$ cat src/rtl/uart_wb_master_pkg.sv
// Shared definitions for the UART-driven Wishbone initiator: command codes,
// status bytes and the bridge FSM encoding.
package uart_wb_master_pkg;
    localparam logic [1:0] CMD_NOP = 2'b00;
    localparam logic [1:0] CMD_WR  = 2'b01;
    localparam logic [1:0] CMD_RD  = 2'b10;
    localparam logic [1:0] CMD_RSV = 2'b11;

    localparam logic [7:0] ST_OK  = 8'hA5;
    localparam logic [7:0] ST_TMO = 8'hEE;

    typedef enum logic [2:0] {
        S_IDLE,
        S_ADDR,
        S_WDATA,
        S_BUS,
        S_RESP_DATA,
        S_RESP_STAT
    } state_t;
endpackage

$ cat src/rtl/uart_rx.sv
// UART receiver core: 8N1, bit period of div+1 clocks, majority-free glitch
// filter that needs GLITCH_FILTER equal samples before the line level changes.
module uart_rx #(
    parameter int DIV_WIDTH     = 8,
    parameter int GLITCH_FILTER = 2
) (
    input  logic                 clk,
    input  logic                 rst,
    input  logic [DIV_WIDTH-1:0] div,
    input  logic                 rx,
    output logic [7:0]           data,
    output logic                 strobe
);
    typedef enum logic [1:0] {R_IDLE, R_START, R_DATA, R_STOP} rx_state_t;

    rx_state_t              state;
    logic [1:0]             sync;
    logic [GLITCH_FILTER-1:0] hist;
    logic                   rx_f;
    logic [DIV_WIDTH-1:0]   cnt;
    logic [2:0]             bit_idx;
    logic [7:0]             sh;

    always_ff @(posedge clk or posedge rst) begin
        if (rst) begin
            sync    <= 2'b11;
            hist    <= '1;
            rx_f    <= 1'b1;
            state   <= R_IDLE;
            cnt     <= '0;
            bit_idx <= '0;
            sh      <= '0;
            data    <= '0;
            strobe  <= 1'b0;
        end else begin
            sync   <= {sync[0], rx};
            hist   <= GLITCH_FILTER'({hist, sync[1]});
            if (&hist)       rx_f <= 1'b1;
            else if (~|hist) rx_f <= 1'b0;
            strobe <= 1'b0;
            case (state)
                R_IDLE: if (!rx_f) begin
                    cnt   <= div >> 1;
                    state <= R_START;
                end
                // Re-check the start bit at mid-bit to reject short glitches
                R_START: if (cnt == '0) begin
                    cnt     <= div;
                    bit_idx <= '0;
                    state   <= rx_f ? R_IDLE : R_DATA;
                end else cnt <= cnt - 1'b1;
                R_DATA: if (cnt == '0) begin
                    sh  <= {rx_f, sh[7:1]};
                    cnt <= div;
                    if (bit_idx == 3'd7) state <= R_STOP;
                    bit_idx <= bit_idx + 1'b1;
                end else cnt <= cnt - 1'b1;
                R_STOP: if (cnt == '0) begin
                    if (rx_f) begin
                        data   <= sh;
                        strobe <= 1'b1;
                    end
                    state <= R_IDLE;
                end else cnt <= cnt - 1'b1;
                default: state <= R_IDLE;
            endcase
        end
    end
endmodule

$ cat src/rtl/uart_tx.sv
// UART transmitter core: 8N1, bit period of div+1 clocks. ack is high in the
// cycle a byte is accepted; data/valid must be held until then.
module uart_tx #(
    parameter int DIV_WIDTH = 8
) (
    input  logic                 clk,
    input  logic                 rst,
    input  logic [DIV_WIDTH-1:0] div,
    input  logic                 valid,
    input  logic [7:0]           data,
    output logic                 ack,
    output logic                 tx
);
    logic                 busy;
    logic [9:0]           sh;
    logic [DIV_WIDTH-1:0] cnt;
    logic [3:0]           nbits;

    assign ack = valid && !busy;
    assign tx  = sh[0];

    always_ff @(posedge clk or posedge rst) begin
        if (rst) begin
            busy  <= 1'b0;
            sh    <= '1;
            cnt   <= '0;
            nbits <= '0;
        end else if (!busy) begin
            if (valid) begin
                sh    <= {1'b1, data, 1'b0};
                cnt   <= div;
                nbits <= 4'd9;
                busy  <= 1'b1;
            end
        end else if (cnt == '0) begin
            // Shifting in ones leaves the line idling high after the stop bit
            if (nbits == '0) busy <= 1'b0;
            else begin
                sh    <= {1'b1, sh[9:1]};
                nbits <= nbits - 1'b1;
                cnt   <= div;
            end
        end else cnt <= cnt - 1'b1;
    end
endmodule

$ cat src/rtl/uart_wb_master.sv
// Host debug bridge: framed UART commands become single Wishbone read/write
// cycles; status and read data are returned over the same UART.
module uart_wb_master
    import uart_wb_master_pkg::*;
#(
    parameter int               DIV_WIDTH  = 8,
    parameter logic [DIV_WIDTH-1:0] DIV    = 8'd24,
    parameter int               AW         = 16,
    parameter int               DW         = 16,
    parameter int               TO_WIDTH   = 8,
    parameter int               IDLE_WIDTH = 16
) (
    input  logic          clk,
    input  logic          rst,
    input  logic          uart_rx,
    output logic          uart_tx,
    output logic [AW-1:0] wb_addr,
    output logic [DW-1:0] wb_wdata,
    input  logic [DW-1:0] wb_rdata,
    output logic          wb_we,
    output logic          wb_cyc,
    input  logic          wb_ack
);
    localparam int AB = AW / 8;
    localparam int DB = DW / 8;
    localparam int CW = 8;
    localparam logic [TO_WIDTH-1:0] TO_LAST = {{(TO_WIDTH-1){1'b1}}, 1'b0};

    state_t                state;
    logic                  is_wr;
    logic [CW-1:0]         byte_cnt;
    logic [CW-1:0]         last_cnt;
    logic [TO_WIDTH-1:0]   to_cnt;
    logic [IDLE_WIDTH-1:0] idle_cnt;
    logic [7:0]            status;
    logic [DW-1:0]         rd_buf;
    logic [DW-1:0]         rd_next;
    logic [7:0]            rx_data;
    logic                  rx_stb;
    logic [7:0]            tx_data;
    logic                  tx_valid;
    logic                  tx_ack;
    logic                  cmd_valid;
    logic                  bus_done;
    logic [DW-1:0]         bus_data;
    logic [7:0]            bus_stat;

    uart_rx #(.DIV_WIDTH(DIV_WIDTH), .GLITCH_FILTER(2)) u_rx (
        .clk(clk), .rst(rst), .div(DIV), .rx(uart_rx),
        .data(rx_data), .strobe(rx_stb)
    );

    uart_tx #(.DIV_WIDTH(DIV_WIDTH)) u_tx (
        .clk(clk), .rst(rst), .div(DIV), .valid(tx_valid),
        .data(tx_data), .ack(tx_ack), .tx(uart_tx)
    );

    assign cmd_valid = (rx_data[7:6] != CMD_NOP) && (rx_data[7:6] != CMD_RSV);
    assign last_cnt  = (state == S_ADDR) ? CW'(AB - 1) : CW'(DB - 1);
    // Ack is checked ahead of the terminal count so a last-cycle ack still wins
    assign bus_done  = wb_ack || (to_cnt == TO_LAST);
    assign bus_data  = wb_ack ? wb_rdata : '0;
    assign bus_stat  = wb_ack ? ST_OK : ST_TMO;
    assign rd_next   = DW'({rd_buf, 8'h00});

    always_ff @(posedge clk or posedge rst) begin
        if (rst) begin
            state    <= S_IDLE;
            is_wr    <= 1'b0;
            byte_cnt <= '0;
            to_cnt   <= '0;
            idle_cnt <= '0;
            status   <= '0;
            rd_buf   <= '0;
            tx_data  <= '0;
            tx_valid <= 1'b0;
            wb_addr  <= '0;
            wb_wdata <= '0;
            wb_we    <= 1'b0;
            wb_cyc   <= 1'b0;
        end else begin
            case (state)
                S_IDLE: if (rx_stb && cmd_valid) begin
                    is_wr    <= (rx_data[7:6] == CMD_WR);
                    byte_cnt <= '0;
                    idle_cnt <= '0;
                    state    <= S_ADDR;
                end
                S_ADDR, S_WDATA: begin
                    if (rx_stb) begin
                        idle_cnt <= '0;
                        if (state == S_ADDR) wb_addr  <= AW'({wb_addr, rx_data});
                        else                 wb_wdata <= DW'({wb_wdata, rx_data});
                        if (byte_cnt == last_cnt) begin
                            byte_cnt <= '0;
                            if (state == S_ADDR && is_wr) state <= S_WDATA;
                            else begin
                                state  <= S_BUS;
                                wb_cyc <= 1'b1;
                                wb_we  <= is_wr;
                                to_cnt <= '0;
                            end
                        end else byte_cnt <= byte_cnt + 1'b1;
                    end else if (&idle_cnt) state <= S_IDLE;
                    else idle_cnt <= idle_cnt + 1'b1;
                end
                S_BUS: if (bus_done) begin
                    wb_cyc   <= 1'b0;
                    wb_we    <= 1'b0;
                    rd_buf   <= bus_data;
                    status   <= bus_stat;
                    tx_valid <= 1'b1;
                    byte_cnt <= '0;
                    if (is_wr) begin
                        tx_data <= bus_stat;
                        state   <= S_RESP_STAT;
                    end else begin
                        tx_data <= bus_data[DW-1 -: 8];
                        state   <= S_RESP_DATA;
                    end
                end else to_cnt <= to_cnt + 1'b1;
                S_RESP_DATA: if (tx_ack) begin
                    rd_buf <= rd_next;
                    if (byte_cnt == CW'(DB - 1)) begin
                        tx_data <= status;
                        state   <= S_RESP_STAT;
                    end else begin
                        byte_cnt <= byte_cnt + 1'b1;
                        tx_data  <= rd_next[DW-1 -: 8];
                    end
                end
                S_RESP_STAT: if (tx_ack) begin
                    tx_valid <= 1'b0;
                    state    <= S_IDLE;
                end
                default: state <= S_IDLE;
            endcase
        end
    end
endmodule

$ cat config.mk
export PLATFORM = sky130hd
export DESIGN_NAME = uart_wb_master
export DESIGN_NICKNAME = d
export VERILOG_FILES = /design/src/rtl/uart_wb_master_pkg.sv /design/src/rtl/uart_rx.sv /design/src/rtl/uart_tx.sv /design/src/rtl/uart_wb_master.sv
export SDC_FILE = /design/constraint.sdc
export NUM_CORES = 1
export LEC_CHECK = 0
export CORE_ASPECT_RATIO = 1.5
export CORE_MARGIN = 2
export CORE_UTILIZATION = 49
export CTS_CLUSTER_SIZE = 16
export DETAILED_ROUTE_END_ITERATION = 8
export PLACE_DENSITY_LB_ADDON = 0.3
export SLEW_MARGIN = 5
export SYNTH_ARGS = -nofsm -noshare
export SYNTH_HDL_FRONTEND = slang
export SYNTH_HIERARCHICAL = 1
export SYNTH_SLANG_ARGS = --single-unit
export TNS_END_PERCENT = 20
$ cat constraint.sdc
create_clock -name clk -period 5.3 [get_ports clk]
set_clock_uncertainty 0.15 [all_clocks]
set_input_delay 0.795 -clock clk [delete_from_list [all_inputs] [get_ports clk]]
set_output_delay 0.795 -clock clk [all_outputs]
set_load 0.01 [all_outputs]
==> run summary, run 1 <==
0 antenna diodes ended up in the layout. The number of top-level design ports is 55. The cell area that synthesis handed to floorplanning was around 0.0076 mm². Derived from the worst setup path, the maximum achievable clock frequency is 0.344 GHz. Entering global routing, the biggest net connects a little under 60 pins. The first-pass detailed-route iteration total is 5. The final critical path time including I/O delays and setup is ~2.9 ns.

The simple-gate share of the synthesized area is ~14%. The depth of the worst hold-timing path is 0. The placed wire-length estimate is roughly 11000 µm. The initial standard-cell utilization of the core came out at approximately half. The vertical extent of the die is roughly 160 µm.

The post-cts gate resize count came out at 0. The instance count after placement with tap cells included is between 900 and 1000. The final sum of negative setup slack is 0 ns. After synthesis, the share of flip-flops with an asynchronous set or reset is between 90% and 100%. The number of global-route vias before repair came to 5779. The warning count from the yosys run came out at 6. The number of hold violations in the final report was 0. In this run the static leakage power is 4.07 nW.

After Yosys synthesis, full adders, half adders and majority gates account for ~3.0% of the synthesized area. IR analysis of the VDD net gives a maximum drop of ~0.00025 V. The number of setup buffers added after CTS came out at 0. The synthesized design contains 147 register bits. Max-cap violations in this run came to 0. The level count of the clock H-tree is 4. Counting the buffers created by CTS gives 17. The number of hold buffers added after cts is 0. In the final design database the tool counted between 800 and 900 nets. The worst setup path is of the register to register kind. The share of the synthesized area in compound gates (AO/OA/AOI/OAI) came out at 18.0%.

The detail-routed net length per standard cell came out at 16.9 µm. The maximum clock insertion buffer count came out at 2. The detailed-route DRC error count came out at 0. The remaining antenna violation count came out at 0. The flow ran to the end, and the final reports show no timing, DRC or antenna violations. Setup repair after global routing left no endpoint under its margin. The top cell type's share of synthesized area came out at between 40% and 50%. The startpoint of the lowest-slack hold path is u_rx/sync[1]. The root buffer cell chosen for the clock tree is sky130_fd_sc_hd__clkbuf_16. The final wirelength is 16600 µm. The relative slew slack is about 30%. The routed via count divided by cell count came out at approximately 5.8. The total of endpoints with negative setup slack in the final report came out at 0.

The worst register-to-register path ends at tx_data[2]. The area enclosed by the die boundary is about 0.016 mm². The global placement routability congestion is 0.842. The layout overhead on the synthesized area is 17.5%. Data on the critical path arrives at its endpoint at just over 3 ns. The synthesized netlist devotes less than 1% of its cell area to XOR and XNOR gates. By area, the combinational part of the netlist is dominated by compound AO/OA/AOI/OAI gates. The fill cell instance count of the final layout is 1247. The clock insertion delay at the later pin of the skew report is 0.43 ns.

The depth of the most critical reg-to-reg path came out at 4. Cells with a size suffix above 1 make up between 10% and 20% of the layout. At the pin with the least slew margin, the transition time is about 1.1 ns. The number of antenna violations at the first check in global routing came out at 0. The count of flip-flops with a built-in enable after synthesis came out at 0. The launching element type of the critical path is a register. The biggest area contributor in the post-synthesis netlist is sky130_fd_sc_hd__dfrtp_1.

The required arrival time at the worst endpoint is roughly 5.5 ns. The global-route wire length before repair came out at approximately 29000 µm. In this run the standard cell core region covers around 0.015 mm². The maximum fanout along the worst path came out at 28. After the first detailed-routing iteration, the DRC count stood at 275.

For this run the aggregate overflow at the end of global routing stands at 0. The via count of the routed design is 5688. The non-filler instance count after layout came out at about 980. Measured along the x axis, the die boundary spans ~110 µm.

The share of the Yosys chip area taken by registers is 48.8%. The library cell used most frequently in the layout, excluding fill and tap cells, is sky130_fd_sc_hd__dfrtp_1. The portion of synthesized area spent on multiplexers is 11.0%.

The path class of the tightest hold or removal check is register to register. In the layout the commonest cells are 133 x sky130_fd_sc_hd__dfrtp_1, 54 x sky130_fd_sc_hd__clkdlybuf4s50_1, 44 x sky130_fd_sc_hd__nand2_1. The count of input and output buffers is between 50 and 60. In this run the critical register-to-register path is launched from u_tx/busy. Global routing consumed, over all layers together, a little over a fifth of the routing resources.

The worst setup path is captured at a register. The average size of a mapped cell is roughly 11 µm². In the synthesized netlist, the number of instances is 699. The most used flip-flop cell after synthesis is sky130_fd_sc_hd__dfrtp_1. For this design, the sink count on the clock tree is about 150. By area the synthesized netlist is led by sky130_fd_sc_hd__dfrtp_1 44%, sky130_fd_sc_hd__mux2_2 6.1%, sky130_fd_sc_hd__dfstp_2 4.9%, sky130_fd_sc_hd__ha_1 3.0%, sky130_fd_sc_hd__a21oi_1 2.8%.

The count of final max-slew check failures came to 0. The final critical path takes up roughly 55% of the cycle. The worst-case register-to-register setup slack is about 2.4 ns.

The standard-cell row count came out at 55. The path with the worst hold slack has its endpoint at u_rx/hist[0]. The worst hold margin came out at roughly 0.21 ns. The clock slew seen by the registers of the worst setup and hold paths came out at 0.06 ns. The power per standard cell area is about 380 mW/mm². The distinct cell type count after synthesis is 80. TritonCTS built the clock tree.
state kept, by name (all words and copies together) (netlist names), 2 cells and up, named ones only:
| name | count |
|---|---|
| status | 3 |
| u_rx/cnt | 8 |
| u_tx/sh | 9 |
| wb_wdata | 16 |
| to_cnt | 8 |
| tx_data | 8 |
| u_rx/sh | 8 |
| u_tx/cnt | 8 |
| state | 3 |
| u_rx/data | 8 |
| wb_addr | 16 |
| u_tx/nbits | 4 |
| u_rx/bit_idx | 3 |
| u_rx/hist | 2 |
| byte_cnt | 8 |
| u_rx/sync | 2 |
| rd_buf | 8 |
| idle_cnt | 16 |
critical path, stage by stage, from the launching register on:
cell and delay (ns):
sky130_fd_sc_hd__dfrtp_1 0.77, sky130_fd_sc_hd__nand2b_1 0.34, sky130_fd_sc_hd__inv_1 0.23, sky130_fd_sc_hd__a22oi_2 0.87, sky130_fd_sc_hd__mux2_2 0.42
layout make-up:
cell class / count / area [µm²] / share of cell area, %
sequential: 147 / 3700 / 41.5
clock buffer: 18 / 429 / 4.82
tap: 199 / 249 / 2.80
inverter: 33 / 125 / 1.41
timing repair buffer: 60 / 586 / 6.58
multi-input combinational: 508 / 3650 / 41.0
clock inverter: 14 / 166 / 1.87
worst max-delay path by stage:
stage               startpoint     endpoint  slack (ns)  depth (start not counted)
floorplan                  rst  byte_cnt[0]        2.02                          1
global placement        wb_ack   tx_data[2]        2.18                          5
detailed placement      wb_ack   tx_data[2]        2.12                          5
CTS                  u_tx/busy   tx_data[2]        2.39                          4
global route         u_tx/busy   tx_data[2]        2.14                          4
finish               u_tx/busy   tx_data[2]        2.39                          4
layer usage:
layer  track usage, %  share of wire [%]  routed length, µm
met1             26.0                 41               6850
met3             3.83                3.2                534
met4             9.59                3.0                504
met2             38.0                 52               8670
met5                0                  0                  0
Yosys cell counts, types with 4 or more instances:
master	instances
sky130_fd_sc_hd__a21oi_1	43
sky130_fd_sc_hd__mux2_2	41
sky130_fd_sc_hd__inv_1	33
sky130_fd_sc_hd__a21o_1	10
sky130_fd_sc_hd__nand2_1	44
sky130_fd_sc_hd__and2_1	4
sky130_fd_sc_hd__a211oi_1	8
sky130_fd_sc_hd__nand3_1	22
sky130_fd_sc_hd__buf_6	4
sky130_fd_sc_hd__mux2i_1	19
sky130_fd_sc_hd__buf_4	4
sky130_fd_sc_hd__o221ai_1	4
sky130_fd_sc_hd__o21ai_0	34
sky130_fd_sc_hd__nor4_1	6
sky130_fd_sc_hd__and4_1	5
sky130_fd_sc_hd__a32o_1	7
sky130_fd_sc_hd__a31oi_1	17
sky130_fd_sc_hd__mux2_1	16
sky130_fd_sc_hd__a221o_1	5
sky130_fd_sc_hd__dfrtp_1	133
sky130_fd_sc_hd__o31ai_1	4
sky130_fd_sc_hd__nand4_1	6
sky130_fd_sc_hd__o21ai_1	4
sky130_fd_sc_hd__a22o_1	6
sky130_fd_sc_hd__ha_1	18
sky130_fd_sc_hd__nor3_1	12
sky130_fd_sc_hd__nand2b_1	20
sky130_fd_sc_hd__buf_2	15
sky130_fd_sc_hd__clkbuf_1	11
sky130_fd_sc_hd__nor2_1	25
sky130_fd_sc_hd__o211ai_1	14
sky130_fd_sc_hd__and3_1	10
sky130_fd_sc_hd__o2bb2ai_1	6
sky130_fd_sc_hd__dfstp_2	14
power by group:
group / internal (mW) / switching, mW / leakage [nW]
Clock: 0.708 / 0.507 / 0.282
Sequential: 1.23 / 0.133 / 1.94
Combinational: 0.331 / 0.489 / 1.84
through the flow:
step                utilization [%]  total power, mW  instance area [µm²]  worst slack (ns)
finish                         58.8             3.40                 8900              2.39
global route                   58.8             3.59                 8900              2.14
CTS                            58.8             3.42                 8900              2.39
detailed placement             54.9             2.19                 8310              2.12
global placement               54.9             2.14                 8310              2.18
floorplan                         -             2.01                 7660              2.02
kinds of logic after synthesis:
group                      Yosys count
xor gates and xnor gates             5
adders and majority gates           18
muxes                               76
buffers and inverters               67
AOI/OAI and AO/OA                  196
and+or+nand+nor                    188
DFF                                147
other                                2
Note: power is estimated with default switching activity, not from simulation.
==> run 2: changes to the inputs <==
clock period = 2.85 ns   (was 5.3 ns; I/O delays follow)
==> run summary, run 2 (synthesis gave the netlist of run 1 again) <==
The count of final max-slew check failures is 0. Entering global routing, the biggest net connects 38 pins. The layout cell share with drive strength beyond 1 is 16.3%. The final sum of negative setup slack is 0 ns. Counting the fill cells in the layout gives ~1300.

The worst hold margin is between 0.2 and 0.25 ns. After global routing, the most crowded layer is met2. The count of clock tree sinks is roughly 150. The total CTS buffers came out at 17. The global-route track usage on met2 came out at 38.5%. The run finished with clean final reports.

The peak supply drop came out at roughly 0.00053 V. The number of antenna violations at the first check in global routing is 0. The area of the core is ~0.015 mm². The sequential power share came out at about 40%.

Setup repair after global routing left no endpoint under its margin. The cell-internal power is approximately 4.2 mW. The launching element type of the critical path is a register. Wires add up to between 15000 and 20000 µm. The number of hold buffers added after cts is 0.

The global placement routability congestion is around 0.9. The static power due to leakage is between 4 and 5 nW. The die is around 110 µm wide. The remaining antenna violation count is 0. The logic gate share of total power came out at between 20% and 30%. The relative contribution of the clock network to total power came out at roughly a third.

The total power is approximately 6.3 mW. Data on the critical path arrives at its endpoint at 2.71 ns. The largest single stage delay on the critical path is approximately 0.55 ns. The tool flagged a number of max-cap violations equal to 0. In the final layout, the registers with the most flip-flops are idle_cnt x16, wb_addr x16, wb_wdata x16. The path type of the worst setup path is register to register. The switching part of the total came out at approximately a third. TritonCTS built the clock tree. The final critical path time including I/O delays and setup is approximately 2.6 ns.

The largest individual stage delay along the critical path comes from the cell sky130_fd_sc_hd__or3b_1. The root buffer cell chosen for the clock tree is sky130_fd_sc_hd__clkbuf_16. For this run, the post-layout net count is ~810. The switching power is between 2 and 2.5 mW. The power per standard cell area came out at between 700 and 800 mW/mm². STA classifies the critical path endpoint as a register. The global-route met3 utilization came out at approximately 5.0%.

The met1 track demand over resource came out at roughly a quarter. The placed wire-length estimate came out at around 12000 µm. After clock tree synthesis, the clock-pin slew on the worst setup and hold paths is 0.07 ns. The worst register-to-register path has a depth of 6. The layout overhead on the synthesized area is 18.4%. The worst hold path was traced through 0 stages. The global router's overall resource usage is 21.2%. The via count of the routed design came out at approximately 5700. From bottom edge to top edge, the die measures between 150 and 200 µm. The detail-routed net length per standard cell is between 15 and 20 µm. The post-cts gate resize count came out at 0.

The top achievable clock speed came out at 0.391 GHz. The initial standard-cell utilization of the core is between 50% and 60%. Along the worst path, the maximum fanout reaches 10. The detailed-route DRC error count came out at 0. The repair_antennas step left the layout with diodes totalling 0. The clock insertion delay at the later pin of the skew report is 0.42 ns.

The level count of the clock H-tree is 4. The worst path uses 89.7% of the clock period. The total of endpoints with negative setup slack in the final report came out at 0. The worst-margin pin slew is between 0.8 and 0.9 ns. After floorplanning, the core was divided into between 50 and 60 placement rows.

Walking the worst path, the cells encountered are inv_1 -> ha_1 -> or3b_1 -> o31ai_2 -> o21ai_1 -> a221o_1. The count of input and output buffers came out at 54. The path class of the tightest hold or removal check is register to register. The number of violations reported at the end of detailed-routing iteration 0 came out at between 300 and 400. After detailed routing, the number of vias per cell comes to 5.78. The leftover overflow at the end of global routing is 0. The area enclosed by the die boundary came out at ~0.016 mm². The global-route wire length before repair is 28200 µm. The number of hold violations in the final report is 0. The first-pass detailed-route iteration total came out at 5. The library cells used most frequently in the layout, excluding fill and tap cells, are 133 x sky130_fd_sc_hd__dfrtp_1, 54 x sky130_fd_sc_hd__clkdlybuf4s50_1, 44 x sky130_fd_sc_hd__nand2_1. The number of global-route vias before repair is about 5800. The longest clock path from root to sink contains 2 buffers. Buffers added to address setup during post-CTS repair amount to 0.

The most frequent standard cell in the layout excluding fill and tap cells is sky130_fd_sc_hd__dfrtp_1. For this design the top-level I/O count stands at 55. The relative slew slack came out at 44.3%. STA puts the critical path data required time at 3.01 ns.
[run 2: power groups by stage]
stage	Combinational (mW)	Clock, mW	Sequential [mW]
after floorplan	1.26	0	2.48
after global placement	1.48	0	2.54
after detailed placement	1.54	0	2.55
after CTS	1.55	2.25	2.52
after global routing	1.73	2.35	2.55
final	1.56	2.20	2.53
[run 2: per-layer routing]
metal	up-vias	wire length [µm]	part of all wire (%)
met2	121	8840	53
met4	0	350	2.1
met5	-	0	0
met3	26	484	2.9
met1	2829	6860	41
li1	2723	-	-
[run 2: area by class of cell]
| type | count | area (µm²) | area share (%) |
|---|---|---|---|
| inverters | 33 | 128 | 1.42 |
| repair buffers | 67 | 663 | 7.40 |
| flip-flops and latches | 147 | 3700 | 41.2 |
| well taps | 199 | 249 | 2.78 |
| clock buffers | 20 | 447 | 4.98 |
| multi-input cells | 508 | 3650 | 40.7 |
| clock inverters | 12 | 135 | 1.51 |
[run 2: final timing paths]
check | startpoint | to | slack, ns
worst max-delay path | u_rx/cnt[0] | u_rx/cnt[5] | 0.29
worst min-delay path | u_rx/sync[1] | u_rx/hist[0] | 0.20
worst max register to register | u_rx/cnt[0] | u_rx/cnt[5] | 0.29
worst min register to register | u_rx/sync[1] | u_rx/hist[0] | 0.20
max in group asynchronous | rst | u_tx/nbits[0] | 1.55
min in group asynchronous | rst | idle_cnt[2] | 0.36
[run 2: stage by stage]
step                cells  area (µm²)  worst slack [ns]  util (%)
floorplan             722        7660             0.677         -
global placement      954        8390             0.467      55.4
detailed placement    954        8390             0.382      55.4
CTS                   986        8970             0.367      59.2
global route          986        8970             0.178      59.2
finish                986        8970             0.293      59.2
[run 2: worst max-delay path, delay by kind of cell, from the launching register on]
kind	cells	cell delay, ns
AND/OR/NAND/NOR	1	0.55
AO/OA/AOI/OAI	3	0.99
adder cells (fa/ha/maj)	1	0.23
buffers and inverters	1	0.10
flip-flops	1	0.42
